==> src/rtl/fetch_stage_pkg.sv <==
// Shared types and constants for the instruction-fetch stage.
package fetch_stage_pkg;

    localparam int WORD = 32;

    localparam logic [WORD-1:0] INSTR_NOP        = 32'h0000_0013;
    localparam logic [WORD-1:0] RESET_PC_DEFAULT = 32'h0000_1000;

    // One fetch-queue slot: request address, returned word, word-present flag.
    typedef struct packed {
        logic [WORD-1:0] pc;
        logic [WORD-1:0] instr;
        logic            filled;
    } qentry_t;

endpackage

==> src/rtl/fetch_queue.sv <==
// In-order fetch queue: entries are allocated on request accept, filled in
// request order by memory responses, and popped from the head by decode.
module fetch_queue
    import fetch_stage_pkg::*;
#(
    parameter int QDEPTH = 2,
    localparam int PW = $clog2(QDEPTH),
    localparam int CW = PW + 1
) (
    input  logic            clk,
    input  logic            reset,
    input  logic            alloc,
    input  logic [WORD-1:0] alloc_pc,
    input  logic            fill,
    input  logic [WORD-1:0] fill_data,
    input  logic            pop,
    input  logic            clear,
    output qentry_t         head,
    output logic [CW-1:0]   count,
    output logic [CW-1:0]   unfilled
);

    qentry_t         entries [QDEPTH];
    logic [PW-1:0]   head_ptr;
    logic [PW-1:0]   tail_ptr;
    logic [PW-1:0]   fill_ptr;
    logic            fill_ok;
    logic            pop_ok;

    assign fill_ok = fill && (unfilled != '0);
    assign pop_ok  = pop && (count != '0);

    // Pointer, counter and slot updates; clear drops every entry at once.
    always_ff @(posedge clk or posedge reset) begin
        if (reset) begin
            head_ptr <= '0;
            tail_ptr <= '0;
            fill_ptr <= '0;
            count    <= '0;
            unfilled <= '0;
            for (int unsigned i = 0; i < QDEPTH; i++) begin
                entries[i] <= '0;
            end
        end else if (clear) begin
            head_ptr <= '0;
            tail_ptr <= '0;
            fill_ptr <= '0;
            count    <= '0;
            unfilled <= '0;
        end else begin
            if (alloc) begin
                entries[tail_ptr] <= '{pc: alloc_pc, instr: INSTR_NOP, filled: 1'b0};
                tail_ptr          <= tail_ptr + 1'b1;
            end
            if (fill_ok) begin
                entries[fill_ptr].instr  <= fill_data;
                entries[fill_ptr].filled <= 1'b1;
                fill_ptr                 <= fill_ptr + 1'b1;
            end
            if (pop_ok) begin
                head_ptr <= head_ptr + 1'b1;
            end
            count    <= count + CW'(alloc) - CW'(pop_ok);
            unfilled <= unfilled + CW'(alloc) - CW'(fill_ok);
        end
    end

    // Head view; a stale slot behind an empty queue never reports filled.
    always_comb begin
        head        = entries[head_ptr];
        head.filled = entries[head_ptr].filled && (count != '0);
    end

endmodule

==> src/rtl/fetch_stage.sv <==
// Instruction-fetch stage: PC generation, in-order memory requests with
// variable-latency responses, stale-response dropping after redirects, and
// the fetch/decode pipeline register.
module fetch_stage
    import fetch_stage_pkg::*;
#(
    parameter logic [WORD-1:0] RESET_PC = RESET_PC_DEFAULT,
    parameter int              QDEPTH   = 2
) (
    input  logic            clk,
    input  logic            reset,
    input  logic            en,
    input  logic            flush,
    input  logic            pcSrcE,
    input  logic [WORD-1:0] pcTargetE,
    output logic            imemReq,
    output logic [WORD-1:0] imemAddr,
    input  logic            imemReady,
    input  logic            imemRvalid,
    input  logic [WORD-1:0] imemRdata,
    output logic [WORD-1:0] pcD,
    output logic [WORD-1:0] instrD,
    output logic            validD
);

    localparam int CW = $clog2(QDEPTH) + 1;

    logic [WORD-1:0] fetchPC;
    logic [CW-1:0]   dropCnt;
    logic [CW-1:0]   qCount;
    logic [CW-1:0]   qUnfilled;
    qentry_t         head;
    logic            bubble;
    logic            pop;
    logic            accept;
    logic            fill;
    logic [CW:0]     occupied;
    logic [CW:0]     pending;

    fetch_queue #(.QDEPTH(QDEPTH)) u_queue (
        .clk       (clk),
        .reset     (reset),
        .alloc     (accept),
        .alloc_pc  (fetchPC),
        .fill      (fill),
        .fill_data (imemRdata),
        .pop       (pop),
        .clear     (pcSrcE),
        .head      (head),
        .count     (qCount),
        .unfilled  (qUnfilled)
    );

    // Request and handshake decisions for the current cycle.
    // A head popped this cycle frees its slot at the same edge, so it is not
    // counted as occupied; that is what lets two entries sustain 1 fetch/cycle.
    always_comb begin
        bubble   = flush || pcSrcE;
        pop      = !bubble && en && head.filled;
        occupied = (CW+1)'(qCount) + (CW+1)'(dropCnt) - (CW+1)'(pop);
        imemReq  = !reset && !pcSrcE && (occupied < (CW+1)'(QDEPTH));
        imemAddr = fetchPC;
        accept   = imemReq && imemReady;
        fill     = imemRvalid && (dropCnt == '0) && !pcSrcE;
        // Responses still owed on a redirect: earlier drops plus the queue's
        // unfilled entries, less the one arriving right now.
        pending  = (CW+1)'(dropCnt) + (CW+1)'(qUnfilled);
        if (imemRvalid && (pending != '0)) begin
            pending = pending - 1'b1;
        end
    end

    // Fetch PC advance/redirect and stale-response drop counter.
    always_ff @(posedge clk or posedge reset) begin
        if (reset) begin
            fetchPC <= RESET_PC;
            dropCnt <= '0;
        end else if (pcSrcE) begin
            fetchPC <= pcTargetE;
            dropCnt <= CW'(pending);
        end else begin
            if (accept) begin
                fetchPC <= fetchPC + 32'd4;
            end
            if (imemRvalid && (dropCnt != '0)) begin
                dropCnt <= dropCnt - 1'b1;
            end
        end
    end

    // Fetch/decode register: kill, then stall, then load head, else bubble.
    always_ff @(posedge clk or posedge reset) begin
        if (reset) begin
            pcD    <= '0;
            instrD <= INSTR_NOP;
            validD <= 1'b0;
        end else if (bubble) begin
            pcD    <= '0;
            instrD <= INSTR_NOP;
            validD <= 1'b0;
        end else if (en) begin
            if (head.filled) begin
                pcD    <= head.pc;
                instrD <= head.instr;
                validD <= 1'b1;
            end else begin
                pcD    <= '0;
                instrD <= INSTR_NOP;
                validD <= 1'b0;
            end
        end
    end

    // A response with nothing outstanding means the memory broke the protocol.
    always_ff @(posedge clk) begin
        if (!reset) begin
            assert (!(imemRvalid && (dropCnt == '0) && (qUnfilled == '0)))
                else $error("fetch_stage: response with no outstanding request");
        end
    end

endmodule

==> config.mk <==
export PLATFORM = sky130hd
export DESIGN_NAME = fetch_stage
export DESIGN_NICKNAME = d
export VERILOG_FILES = /design/src/rtl/fetch_stage_pkg.sv /design/src/rtl/fetch_queue.sv /design/src/rtl/fetch_stage.sv
export SDC_FILE = /design/constraint.sdc
export NUM_CORES = 1
export LEC_CHECK = 0
export ABC_CLOCK_PERIOD_IN_PS = 8250
export CORE_ASPECT_RATIO = 1.25
export CORE_MARGIN = 2
export CORE_UTILIZATION = 35
export CTS_BUF_LIST = sky130_fd_sc_hd__clkbuf_8 sky130_fd_sc_hd__clkbuf_16
export DETAILED_ROUTE_END_ITERATION = 16
export DONT_BUFFER_PORTS = 1
export PLACE_DENSITY = 0.55
export SKIP_CTS_REPAIR_TIMING = 1
export SLEW_MARGIN = 25
export SYNTH_ARGS = -nofsm -noshare
export SYNTH_HDL_FRONTEND = slang
export SYNTH_SLANG_ARGS = --single-unit
export TNS_END_PERCENT = 20
==> constraint.sdc <==
create_clock -name clk -period 8.25 [get_ports clk]
set_input_delay 0.4125 -clock clk [delete_from_list [all_inputs] [get_ports clk]]
set_output_delay 0.4125 -clock clk [all_outputs]
set_load 0.05 [all_outputs]
* Word level (Yosys, flattened, before mapping) *
Index checks and enable logic that the tools add are counted.

operators by class
  order comparisons = 6
  $add $sub $neg = 13
  mux-type cells = 37
  reduce and logical (&&, ||, !) cells = 28
  bitwise gates (word level) = 3

operators with widths
  operator                 number
  $bwmux W130              3
  $mux W130                3
  $mux W65                 4
  $mux W32                 8
  $demux W65 S1            3
  $mux W33                 1
  $add A32 B3 Y32 const B  1
  $reduce_bool A2 Y1       8
  $logic_and A1 B1 Y1      14
  $mux W1                  10
  $mux W2                  5
  $add A2 B2 Y3            2
  $ge A2 B2 Y1 const B     3
  $not A1 Y2               3
  $add A2 B1 Y2            2
  $lt A2 B1 Y1 const B     2
  $sub A2 B1 Y2            2
  $sub A2 B1 Y2 const B    2
  $add A1 B1 Y1 const B    3
  $logic_not A1 Y1         3
  $lt A3 B2 Y1 const B     1
  $reduce_bool A3 Y1       1
  $sub A3 B1 Y3            1
  $logic_not A2 Y1         1
  $logic_or A1 B1 Y1       1

storage, ports and cells
  bits in registers = 236
  input bits = 71
  word-level logic and storage cells = 103
  output and inout port bits = 98

* Depth between registers and ports, before layout *
Gate-level depths: netlist of the first run.

  depth after elaboration = 15
  gate-level depth with buffers = 16
  mapped depth without buffers = 12

* Hierarchy *
A second synthesis of the first run with hierarchy kept.

unflattened totals
  cell total of the unflattened synthesis = 883
  area total of the unflattened synthesis = 10822.9 um^2

modules (own cells, without submodules)
  module       times used  area each (um^2)  sequential area each (um^2)  cells each
  fetch_queue  1           6421.2            3428.3                       491
  fetch_stage  1           4401.7            2482.4                       392

* Worst setup path before layout of the first run *
No wires, ideal clock.

  kind = in2out
  start = in pcSrcE
  end = out imemReq
  setup slack = 3.937 ns
  stages on the path = 9
  arrival = 3.901 ns
  data required time = 7.837 ns
  path buffers = 2
  path through = buf_2 > or4_1 > buf_2 > inv_1 > ha_1 > nand2b_1 > fa_1 > xnor2_1 > nor4b_1

between the ends
  word-level cells in the longest chain between the ends = 7
  elaborated cells between the ends (all ways) = 9
  those cells by class = add/sub (1); order compare (1); reduce/logical (7)

RTL lines
  element                            RTL line           RTL
  start: declaration                 fetch_stage.sv:14  input logic pcSrcE,
  $logic_or A1 B1 Y1                 fetch_stage.sv:58  bubble = flush || pcSrcE;
  $logic_not A1 Y1                   fetch_stage.sv:59  pop = !bubble && en && head.filled;
  $logic_and A1 B1 Y1 (2 in series)  fetch_stage.sv:59
  $sub A3 B1 Y3                      fetch_stage.sv:60  occupied = (CW+1)'(qCount) + (CW+1)'(dropCnt) - (CW+1)'(pop);
  $lt A3 B2 Y1                       fetch_stage.sv:61  imemReq = !reset && !pcSrcE && (occupied < (CW+1)'(QDEPTH));
  $logic_and A1 B1 Y1 *              fetch_stage.sv:61
  end: declaration                   fetch_stage.sv:16  output logic imemReq,

Every way passes the cells marked *; elsewhere a longest branch is shown, timed or not.

* Worst setup path after layout of the first run *
  start = reg u_queue.head_ptr
  end = reg fetchPC[26], in the netlist imemAddr[26]

between the ends
  word-level cells in the longest chain between the ends = 11

RTL lines
  element                              RTL line           RTL
  start: declaration                   fetch_queue.sv:24  logic [PW-1:0] head_ptr;
  start signal: assignment             fetch_queue.sv:61  head_ptr <= head_ptr + 1'b1;
  $not A1 Y2 (not written as such)     fetch_queue.sv:71  head.filled = entries[head_ptr].filled && (count != '0);
  $mux W65 (3 in series)               n/a
  $logic_and A1 B1 Y1                  fetch_queue.sv:71
  $logic_and A1 B1 Y1                  fetch_stage.sv:59
  $sub A3 B1 Y3                        fetch_stage.sv:60
  $lt A3 B2 Y1                         fetch_stage.sv:61
  $logic_and A1 B1 Y1                  fetch_stage.sv:61
  $logic_and A1 B1 Y1                  fetch_stage.sv:63  accept = imemReq && imemReady;
  $reduce_bool A2 Y1 (no source line)  n/a
  end signal: assignment               fetch_stage.sv:79  fetchPC <= pcTargetE;
  end signal: assignment               fetch_stage.sv:83  fetchPC <= fetchPC + 32'd4;
  end: declaration                     fetch_stage.sv:28  logic [WORD-1:0] fetchPC;

No other way between the ends. The select of a mux whose other input is x is not followed.
A chain may end at the register's enable or synchronous reset.

==> metrics, run 1 <==
final wirelength=approximately 26000 um; Seq cells post-synth=roughly 240; CP Launch Type=flop; floorplan row count=70; number of buffers created by CTS=27; DP Cell Count=1212; First DRT Iteration DRCs=a little under 500; Least-Margin Pin Slew=929.5 ps; total count of max-transition violations in the final report=0; Synth area leaders=sky130_fd_sc_hd__dfrtp_1 56%, sky130_fd_sc_hd__mux2i_1 6.6%, sky130_fd_sc_hd__a22o_1 4.9%; number of instances in the synthesized netlist=about 860; most frequent cell after synthesis=sky130_fd_sc_hd__dfrtp_1; fraction of the cycle the final worst path needs=58.34%; unrepaired setup endpoints after global routing=no; CTS sink count=236; path type of the worst setup path=flop to flop; Floorplan Core Area=between 0.02 and 0.03 mm^2; Distinct cells, synth=56; maximum number of pins on one net before global-route repair=between 100 and 150; number of enable-type register cells in the synthesized netlist=0; delay-heaviest family, CP=simple AND/OR/NAND/NOR gates; Overall Global Routing Usage=around 17%; first-pass GRT wire length=40650 um; crit path setup slack, layout=between 3000 and 4000 ps; Tightest Hold Check Type=input pin to flop; PwrDens=297.5 mW/mm^2; per-cell routed wire length=20.72 um; hold_ws=slightly above 6 ps; via count of the first global-routing pass=a little under 7000; Final nets=931; combined buffer and inverter count along the critical path=2; data arrival time of the critical path=between 5000 and 6000 ps; Worst R2R Setup Slack=3440 ps; highest routed metal layer=met5; maximum number of buffers from clock root to sink=3; Synth Cell Area=around 0.010 mm^2; Die Footprint=0.03102 mm^2; number of detailed-routing iterations run before antenna repair=5; global placer's final weighted congestion=roughly 0.75; initial antenna violation count=1; largest fanout on the critical path=26; met3 WL=between 2000 and 2500 um; most frequently used flop master after synthesis=sky130_fd_sc_hd__dfrtp_1; Total Negative Setup Slacks=0 ps; Max rail drop VDD=between 0.00015 and 0.0002 V; library cell used as clock root buffer=sky130_fd_sc_hd__clkbuf_16; data required time at the worst endpoint=about 8700 ps; chip width=157.9 um; Leak Pwr=5.156 nW; area share of the leading cell type in the synthesized netlist=between 50% and 60%; overflow left after global routing=0; met2 wire len=12460 um; insertion delay to the later sink of the worst-skew pair=between 500 and 600 ps; half-perimeter wire length of the detailed placement result=16570 um; cell taking the most area after synthesis=sky130_fd_sc_hd__dfrtp_1; Largest stage delay, worst path=approximately 770 ps; met1 WL=about 11000 um; CP endpoint kind=flop; clock tree from TritonCTS=yes; Top Ports=between 150 and 200; number of standard cells in the layout, taps in and fillers out=approximately 1300; Area growth syn-to-layout=12.62%; Max H-tree Level=1; detailed-route via count=6674; sequential element share of the synthesized area=~57%; skew final=~9.5 ps; final setup violation count=0; Slowest-stage cell, CP=sky130_fd_sc_hd__nor2_1; count of input and output buffers=0; worst slew margin relative to its limit=about 38%; drt via density=about 5.3; share of synthesized flip-flops with an asynchronous set or reset=between 90% and 100%; leading cell types by count after synthesis=232 x sky130_fd_sc_hd__dfrtp_1, 105 x sky130_fd_sc_hd__nand2_1, 85 x sky130_fd_sc_hd__o21ai_0, 68 x sky130_fd_sc_hd__mux2i_1, 58 x sky130_fd_sc_hd__a22o_1; achievable frequency=approximately 210 MHz; hold violation count in the final report=0; run status=complete, no violations; total inserted antenna cells=0; placement-stage worst setup slack=3453 ps; fraction of layout cells with a size suffix above 1=roughly 16%; critical path cell sequence=mux2i_1 > or4_2 > inv_1 > ha_1 > nand2b_1 > fa_1 > xnor2_1 > or2_1 > clkinv_4 > nor2_1 > o21ai_0 > o311ai_0; average footprint of a synthesized cell=~12 um^2; synthesized netlist net count=around 950; number of synthesis warnings=0; clock-pin slew on the worst setup and hold paths=60 ps; effective utilization at floorplan=about 36%; DRC violation count after routing=0; count of nets left with antenna violations after detail routing=0; Die H=slightly below 200 um; max capacitance violation total=0; final critical path time including I/O delays and setup=slightly below 5000 ps
## stage by stage
step / util, % / cell area [um^2] / power [mW]
floorplan: - / 10370 / 2.076
global placement: 36.60 / 10670 / 2.197
detailed placement: 36.60 / 10670 / 2.218
CTS: 39.90 / 11640 / 3.526
global route: 40.03 / 11670 / 3.662
finish: 40.03 / 11670 / 3.474
## cell families after synthesis
kind of cell / after synthesis / share of synthesized area (%)
flops: 236 / 57.02
compound gates: 198 / 13.13
simple gates: 197 / 9.234
mux: 132 / 14.39
buf+inv: 79 / 3.790
fa+ha+maj: 12 / 1.593
xor+xnor: 10 / 0.8449
## path summary, 6_finish.rpt
check | depth (start not counted) | startpoint | endpoint
min in group asynchronous | 2 | reset | imemAddr[30]
worst max register to register | 12 | u_queue.head_ptr | imemAddr[26]
worst min register to register | 2 | u_queue.entries[0] | u_queue.entries[0]
max in group asynchronous | 3 | reset | u_queue.head_ptr
worst min-delay path | 2 | pcTargetE[17] | imemAddr[17]
worst max-delay path | 12 | u_queue.head_ptr | imemAddr[26]
## metal layers
layer	GRT usage, %	vias to the layer above
li1	-	3087
met1	21.86	3379
met2	27.23	179
met3	5.475	27
met4	3.103	2
met5	0	-
## report_power, final
group / internal, mW / total [mW] / switching (mW)
Combinational: 0.305 / 0.537 / 0.232
Sequential: 1.40 / 1.65 / 0.253
Clock: 0.808 / 1.28 / 0.474
## layout by cell type (no fill, tap or decap), types with 5 or more instances in the layout
cell,netlist,final
sky130_fd_sc_hd__mux2i_1,68,68
sky130_fd_sc_hd__buf_4,5,11
sky130_fd_sc_hd__dfrtp_1,232,231
sky130_fd_sc_hd__nand4_1,12,12
sky130_fd_sc_hd__nand2_1,105,105
sky130_fd_sc_hd__o311ai_0,6,6
sky130_fd_sc_hd__mux2_2,40,40
sky130_fd_sc_hd__xnor2_1,5,5
sky130_fd_sc_hd__or3_1,5,5
sky130_fd_sc_hd__xor2_1,5,5
sky130_fd_sc_hd__a221o_1,5,5
sky130_fd_sc_hd__a22o_1,58,58
sky130_fd_sc_hd__inv_1,19,23
sky130_fd_sc_hd__o22a_1,6,6
sky130_fd_sc_hd__clkbuf_16,0,27
sky130_fd_sc_hd__a31oi_1,5,5
sky130_fd_sc_hd__clkinv_2,0,6
sky130_fd_sc_hd__a21oi_1,7,6
sky130_fd_sc_hd__bufinv_16,0,6
sky130_fd_sc_hd__nor2_1,27,26
sky130_fd_sc_hd__o21ai_0,85,85
sky130_fd_sc_hd__mux2_4,24,24
sky130_fd_sc_hd__o211ai_1,11,11
sky130_fd_sc_hd__nand3_1,17,17
sky130_fd_sc_hd__ha_1,10,10
## area by class of cell
class	instances	area, um^2
Clock buffer	30	716.9
Clock inverter	19	245.2
Fill cell	2786	17490
Inverter	20	87.58
Multi-Input combinational cell	549	4103
Sequential cell	236	5914
Tap cell	396	495.5
Timing Repair Buffer	14	112.6
No activity file was read; power rests on OpenSTA's default activity.
==> run 2, diff against run 1 <==
--- a/config.mk
+++ b/config.mk
@@ -5,7 +5,7 @@
 export SDC_FILE = /design/constraint.sdc
 export NUM_CORES = 1
 export LEC_CHECK = 0
-export ABC_CLOCK_PERIOD_IN_PS = 8250
+export ABC_CLOCK_PERIOD_IN_PS = 4780
 export CORE_ASPECT_RATIO = 1.25
 export CORE_MARGIN = 2
 export CORE_UTILIZATION = 35
==> constraint.sdc (replaced) <==
create_clock -name clk -period 4.78 [get_ports clk]
set_input_delay 0.239 -clock clk [delete_from_list [all_inputs] [get_ports clk]]
set_output_delay 0.239 -clock clk [all_outputs]
set_load 0.05 [all_outputs]
==> metrics, run 2 (synthesis gave the netlist of run 1 again) <==
run status=finished, violations left; failing checks=hold timing; path type of the worst setup path=flop to flop; number of buffers created by CTS=26; drt via density=between 5 and 6; half-perimeter wire length of the detailed placement result=between 15000 and 20000 um; final setup violation count=0; final design area excluding fillers=approximately 0.012 mm^2; Overall Global Routing Usage=16.85%; Max rail drop VDD=between 0.0002 and 0.00025 V; global placer's final weighted congestion=between 0.7 and 0.8; Die H=between 150 and 200 um; Max H-tree Level=1; number of standard cells in the layout, taps in and fillers out=about 1300; Floorplan Core Area=between 0.02 and 0.03 mm^2; data required time at the worst endpoint=between 5000 and 6000 ps; final critical path time including I/O delays and setup=roughly 4400 ps; most common cell after layout, fill and taps aside=sky130_fd_sc_hd__dfrtp_1; Final nets=between 900 and 1000; PwrDens=483.0 mW/mm^2; unrepaired setup endpoints after global routing=no; final wirelength=~27000 um; commonest cells after routing, fill and taps aside=231 x sky130_fd_sc_hd__dfrtp_1, 105 x sky130_fd_sc_hd__nand2_1, 85 x sky130_fd_sc_hd__o21ai_0; hold violation count in the final report=1; most congested layer reported by global routing=met2; initial antenna violation count=1; effective utilization at floorplan=roughly 36%; max capacitance violation total=0; per-cell routed wire length=around 20 um; library cell used as clock root buffer=sky130_fd_sc_hd__clkbuf_16; via count of the first global-routing pass=~7000; achievable frequency=229.0 MHz; clock-pin slew on the worst setup and hold paths=~60 ps; overflow left after global routing=0; Tightest Hold Check Type=input pin to flop; count of input and output buffers=0; first-pass GRT wire length=between 40000 and 50000 um; DRC violation count after routing=0; hold_ws=-16.30 ps; worst slew margin relative to its limit=36.22%; CP endpoint kind=flop; largest fanout on the critical path=36; Die Footprint=roughly 0.031 mm^2; Top Ports=about 170; insertion delay to the later sink of the worst-skew pair=530 ps; skew final=about 23 ps; CP Launch Type=flop; total count of max-transition violations in the final report=0; Total Negative Setup Slacks=0 ps; fraction of the cycle the final worst path needs=roughly 91%; Global Route met2 Usage=26.70%; DP Cell Count=~1200; number of detailed-routing iterations run before antenna repair=5; floorplan row count=70; CTS sink count=approximately 240; chip width=157.9 um; fraction of layout cells with a size suffix above 1=15.56%; maximum number of buffers from clock root to sink=3; clock tree from TritonCTS=yes; Area growth syn-to-layout=18.79%; detailed-route via count=7010; post-place instance area=~0.011 mm^2; First DRT Iteration DRCs=~580; Least-Margin Pin Slew=between 900 and 1000 ps; maximum number of pins on one net before global-route repair=~150; Leak Pwr=around 5.4 nW; count of nets left with antenna violations after detail routing=0; global routing met3 resource utilization=5.497%; GR Util met1=22.34%; data arrival time of the critical path=~4800 ps; Power Total=between 5 and 6 mW
-- run 2: power breakdown --
part           internal, mW  leakage, nW  switching (mW)  total, mW
logic                 0.566         1.82           0.430      0.996
clock network          1.29        0.461           0.812       2.10
registers              2.42         3.14           0.434       2.85
-- run 2: layout make-up --
type / count / area [um^2]
Fill cell: 2777 / 16850
Antenna cell: 2 / 5.005
Sequential cell: 236 / 5914
Clock buffer: 34 / 772.0
Clock inverter: 12 / 137.6
Multi-Input combinational cell: 549 / 4105
Timing Repair Buffer: 81 / 800.8
Tap cell: 396 / 495.5
Inverter: 20 / 83.83
-- run 2: stage by stage --
stage	setup WS, ps	utilization [%]
global route	129.0	42.21
detailed placement	142.4	36.68
floorplan	687.5	-
finish	413.7	42.22
CTS	118.5	39.80
global placement	237.0	36.68
-- run 2: critical path, stage by stage (launching register included) --
cell	delay, ps
sky130_fd_sc_hd__dfrtp_4	470
sky130_fd_sc_hd__mux2i_1	110
sky130_fd_sc_hd__or4_2	620
sky130_fd_sc_hd__inv_1	150
sky130_fd_sc_hd__ha_1	240
sky130_fd_sc_hd__nand2b_1	160
sky130_fd_sc_hd__fa_1	380
sky130_fd_sc_hd__xnor2_1	370
sky130_fd_sc_hd__or2_2	450
sky130_fd_sc_hd__clkinv_4	260
sky130_fd_sc_hd__nand2_4	550
sky130_fd_sc_hd__mux2_2	400
-- run 2: worst paths after layout --
check | from | to | slack (ps) | cells after the start
worst max register to register | u_queue.head_ptr | flop | 410 | 11
worst min-delay path | pcTargetE[28] | imemAddr[28] | -20 | 3
worst min register to register | flop | flop | 490 | 2
max in group asynchronous | reset | asynchronous set/reset pin | 3070 | 3
min in group asynchronous | reset | asynchronous set/reset pin | 360 | 2
worst max-delay path | u_queue.head_ptr | flop | 410 | 11
-- run 2: metal layers --
layer	vias to the layer above	part of all wire (%)
li1	3221	-
met1	3523	43
met2	228	47
met3	38	7.5
met4	0	1.8
met5	-	0
==> run 3, diff against run 2 <==
--- a/config.mk
+++ b/config.mk
@@ -6,13 +6,13 @@
 export NUM_CORES = 1
 export LEC_CHECK = 0
 export ABC_CLOCK_PERIOD_IN_PS = 4780
+export BUFFER_PORTS_ARGS = -buffer_cell sky130_fd_sc_hd__clkbuf_2
 export CORE_ASPECT_RATIO = 1.25
 export CORE_MARGIN = 2
 export CORE_UTILIZATION = 35
 export CTS_BUF_LIST = sky130_fd_sc_hd__clkbuf_8 sky130_fd_sc_hd__clkbuf_16
 export DETAILED_ROUTE_END_ITERATION = 16
-export DONT_BUFFER_PORTS = 1
-export PLACE_DENSITY = 0.55
+export PLACE_DENSITY = 0.6
 export SKIP_CTS_REPAIR_TIMING = 1
 export SLEW_MARGIN = 25
 export SYNTH_ARGS = -nofsm -noshare
==> metrics, run 3 (synthesis gave the netlist of run 1 again) <==
data arrival time of the critical path=4720 ps; effective utilization at floorplan=35.54%; chip width=around 160 um; Slowest-stage cell, CP=sky130_fd_sc_hd__a21oi_4; crit path setup slack, layout=between 500 and 600 ps; global placer's final weighted congestion=roughly 0.8; total inserted antenna cells=0; First DRT Iteration DRCs=464; critical path cell sequence=mux2i_1 > or4_2 > inv_1 > ha_1 > nand2b_1 > fa_1 > xnor2_1 > or2_1 > buf_4 > clkinv_4 > a21oi_4 > a22o_1; Max rail drop VDD=0.0002057 V; total count of max-transition violations in the final report=0; library cell used as clock root buffer=sky130_fd_sc_hd__clkbuf_16; Tightest Hold Check Type=input pin to flop; achievable frequency=234.2 MHz; combined buffer and inverter count along the critical path=3; unrepaired setup endpoints after global routing=no; initial antenna violation count=0; Max H-tree Level=1; Leak Pwr=about 6.0 nW; largest fanout on the critical path=29; delay-heaviest family, CP=compound AO/OA/AOI/OAI gates; final wirelength=around 27000 um; worst slew margin relative to its limit=a little under two fifths; skew final=between 9 and 10 ps; Top Ports=169; number of standard cells in the layout, taps in and fillers out=about 1500; number of buffers created by CTS=25; fraction of the cycle the final worst path needs=89.34%; Seq. cell area=about 0.006 mm^2; clock tree from TritonCTS=yes; CP endpoint kind=flop; floorplan row count=70; insertion delay to the later sink of the worst-skew pair=between 500 and 600 ps; run status=finished, violations left; Largest stage delay, worst path=just under 800 ps; Floorplan Core Area=roughly 0.029 mm^2; CP Launch Type=flop; Overall Global Routing Usage=17.44%; number of detailed-routing iterations run before antenna repair=5; count of input and output buffers=between 150 and 200; core occupancy in the finished layout=44.32%; Final nets=approximately 1200; commonest cells after routing, fill and taps aside=231 x sky130_fd_sc_hd__dfrtp_1, 168 x sky130_fd_sc_hd__clkbuf_2, 105 x sky130_fd_sc_hd__nand2_1; per-cell routed wire length=~19 um; max capacitance violation total=0; Die H=about 200 um; first-pass GRT wire length=approximately 43000 um; drt via density=roughly 5; post-place instance area=0.01154 mm^2; PwrDens=457.3 mW/mm^2; fraction of layout cells with a size suffix above 1=28.21%; via count of the first global-routing pass=around 7500; Power Total=about 6 mW; placement-stage worst setup slack=approximately 500 ps; failing checks=hold timing; Die Footprint=around 0.031 mm^2; Total Negative Setup Slacks=0 ps; final design area excluding fillers=approximately 0.013 mm^2; half-perimeter wire length of the detailed placement result=between 15000 and 20000 um; final critical path time including I/O delays and setup=4271 ps; Area growth syn-to-layout=24.68%; DRC violation count after routing=0; count of nets left with antenna violations after detail routing=0; Least-Margin Pin Slew=between 900 and 1000 ps; number of filler instances in the final layout=between 2000 and 3000; CTS sink count=around 240; maximum number of pins on one net before global-route repair=~180; most common cell after layout, fill and taps aside=sky130_fd_sc_hd__dfrtp_1; hold violation count in the final report=6; final setup violation count=0; detailed-route via count=7546; clock-pin slew on the worst setup and hold paths=roughly 60 ps; path type of the worst setup path=flop to flop; data required time at the worst endpoint=~5200 ps; area of combinational cells with multiple inputs=between 0.004 and 0.005 mm^2; overflow left after global routing=0; hold_ws=-19.61 ps; DP Cell Count=1383; maximum number of buffers from clock root to sink=3
run 3: cell count changes in the layout (fill, tap and decap cells not counted), sizes merged:
cell / change
diode: -2
buf: +1
bufinv: +1
inv: +1
clkbuf: +161
dlygate4sd3: -15
run 3: worst register-to-register path, cell delays in order, from the launching register on:
cell	delay, ps
sky130_fd_sc_hd__dfrtp_4	470
sky130_fd_sc_hd__mux2i_1	120
sky130_fd_sc_hd__or4_2	620
sky130_fd_sc_hd__inv_1	150
sky130_fd_sc_hd__ha_1	240
sky130_fd_sc_hd__nand2b_1	160
sky130_fd_sc_hd__fa_1	380
sky130_fd_sc_hd__xnor2_1	350
sky130_fd_sc_hd__or2_1	180
sky130_fd_sc_hd__buf_4	270
sky130_fd_sc_hd__clkinv_4	210
sky130_fd_sc_hd__a21oi_4	790
sky130_fd_sc_hd__a22o_1	260
run 3: metal layers:
metal	vias up	part of all wire, %	global-route usage (%)
met4	0	2.1	4.271
li1	3518	-	-
met1	3761	45	24.28
met5	-	0	0
met2	228	48	28.44
met3	39	5.3	2.924
run 3: path summary, 6_finish.rpt:
path	slack [ps]	from	depth (start not counted)	to
setup / recovery	510	u_queue.head_ptr	12	u_queue.entries[11]
hold / removal	-20	pcTargetE[15]	3	imemAddr[15]
setup reg to reg	510	u_queue.head_ptr	12	u_queue.entries[11]
hold reg to reg	480	validD	2	validD
max in group asynchronous	3500	reset	5	u_queue.entries[80]
min in group asynchronous	400	reset	4	u_queue.head_ptr
run 3: layout make-up:
| class | count | share of cell area, % |
|---|---|---|
| Clock buffer | 27 | 5.053 |
| Multi-Input combinational cell | 549 | 31.69 |
| Inverter | 20 | 0.6486 |
| Clock inverter | 14 | 1.355 |
| Tap cell | 396 | 3.833 |
| Sequential cell | 236 | 45.76 |
| Timing Repair Buffer | 235 | 11.66 |
run 3: where the power goes:
group / internal [mW] / total (mW) / switching [mW]
sequential: 2.42 / 2.72 / 0.298
clock: 1.19 / 2.00 / 0.802
combinational: 0.600 / 1.20 / 0.598
total: 4.21 / 5.91 / 1.70
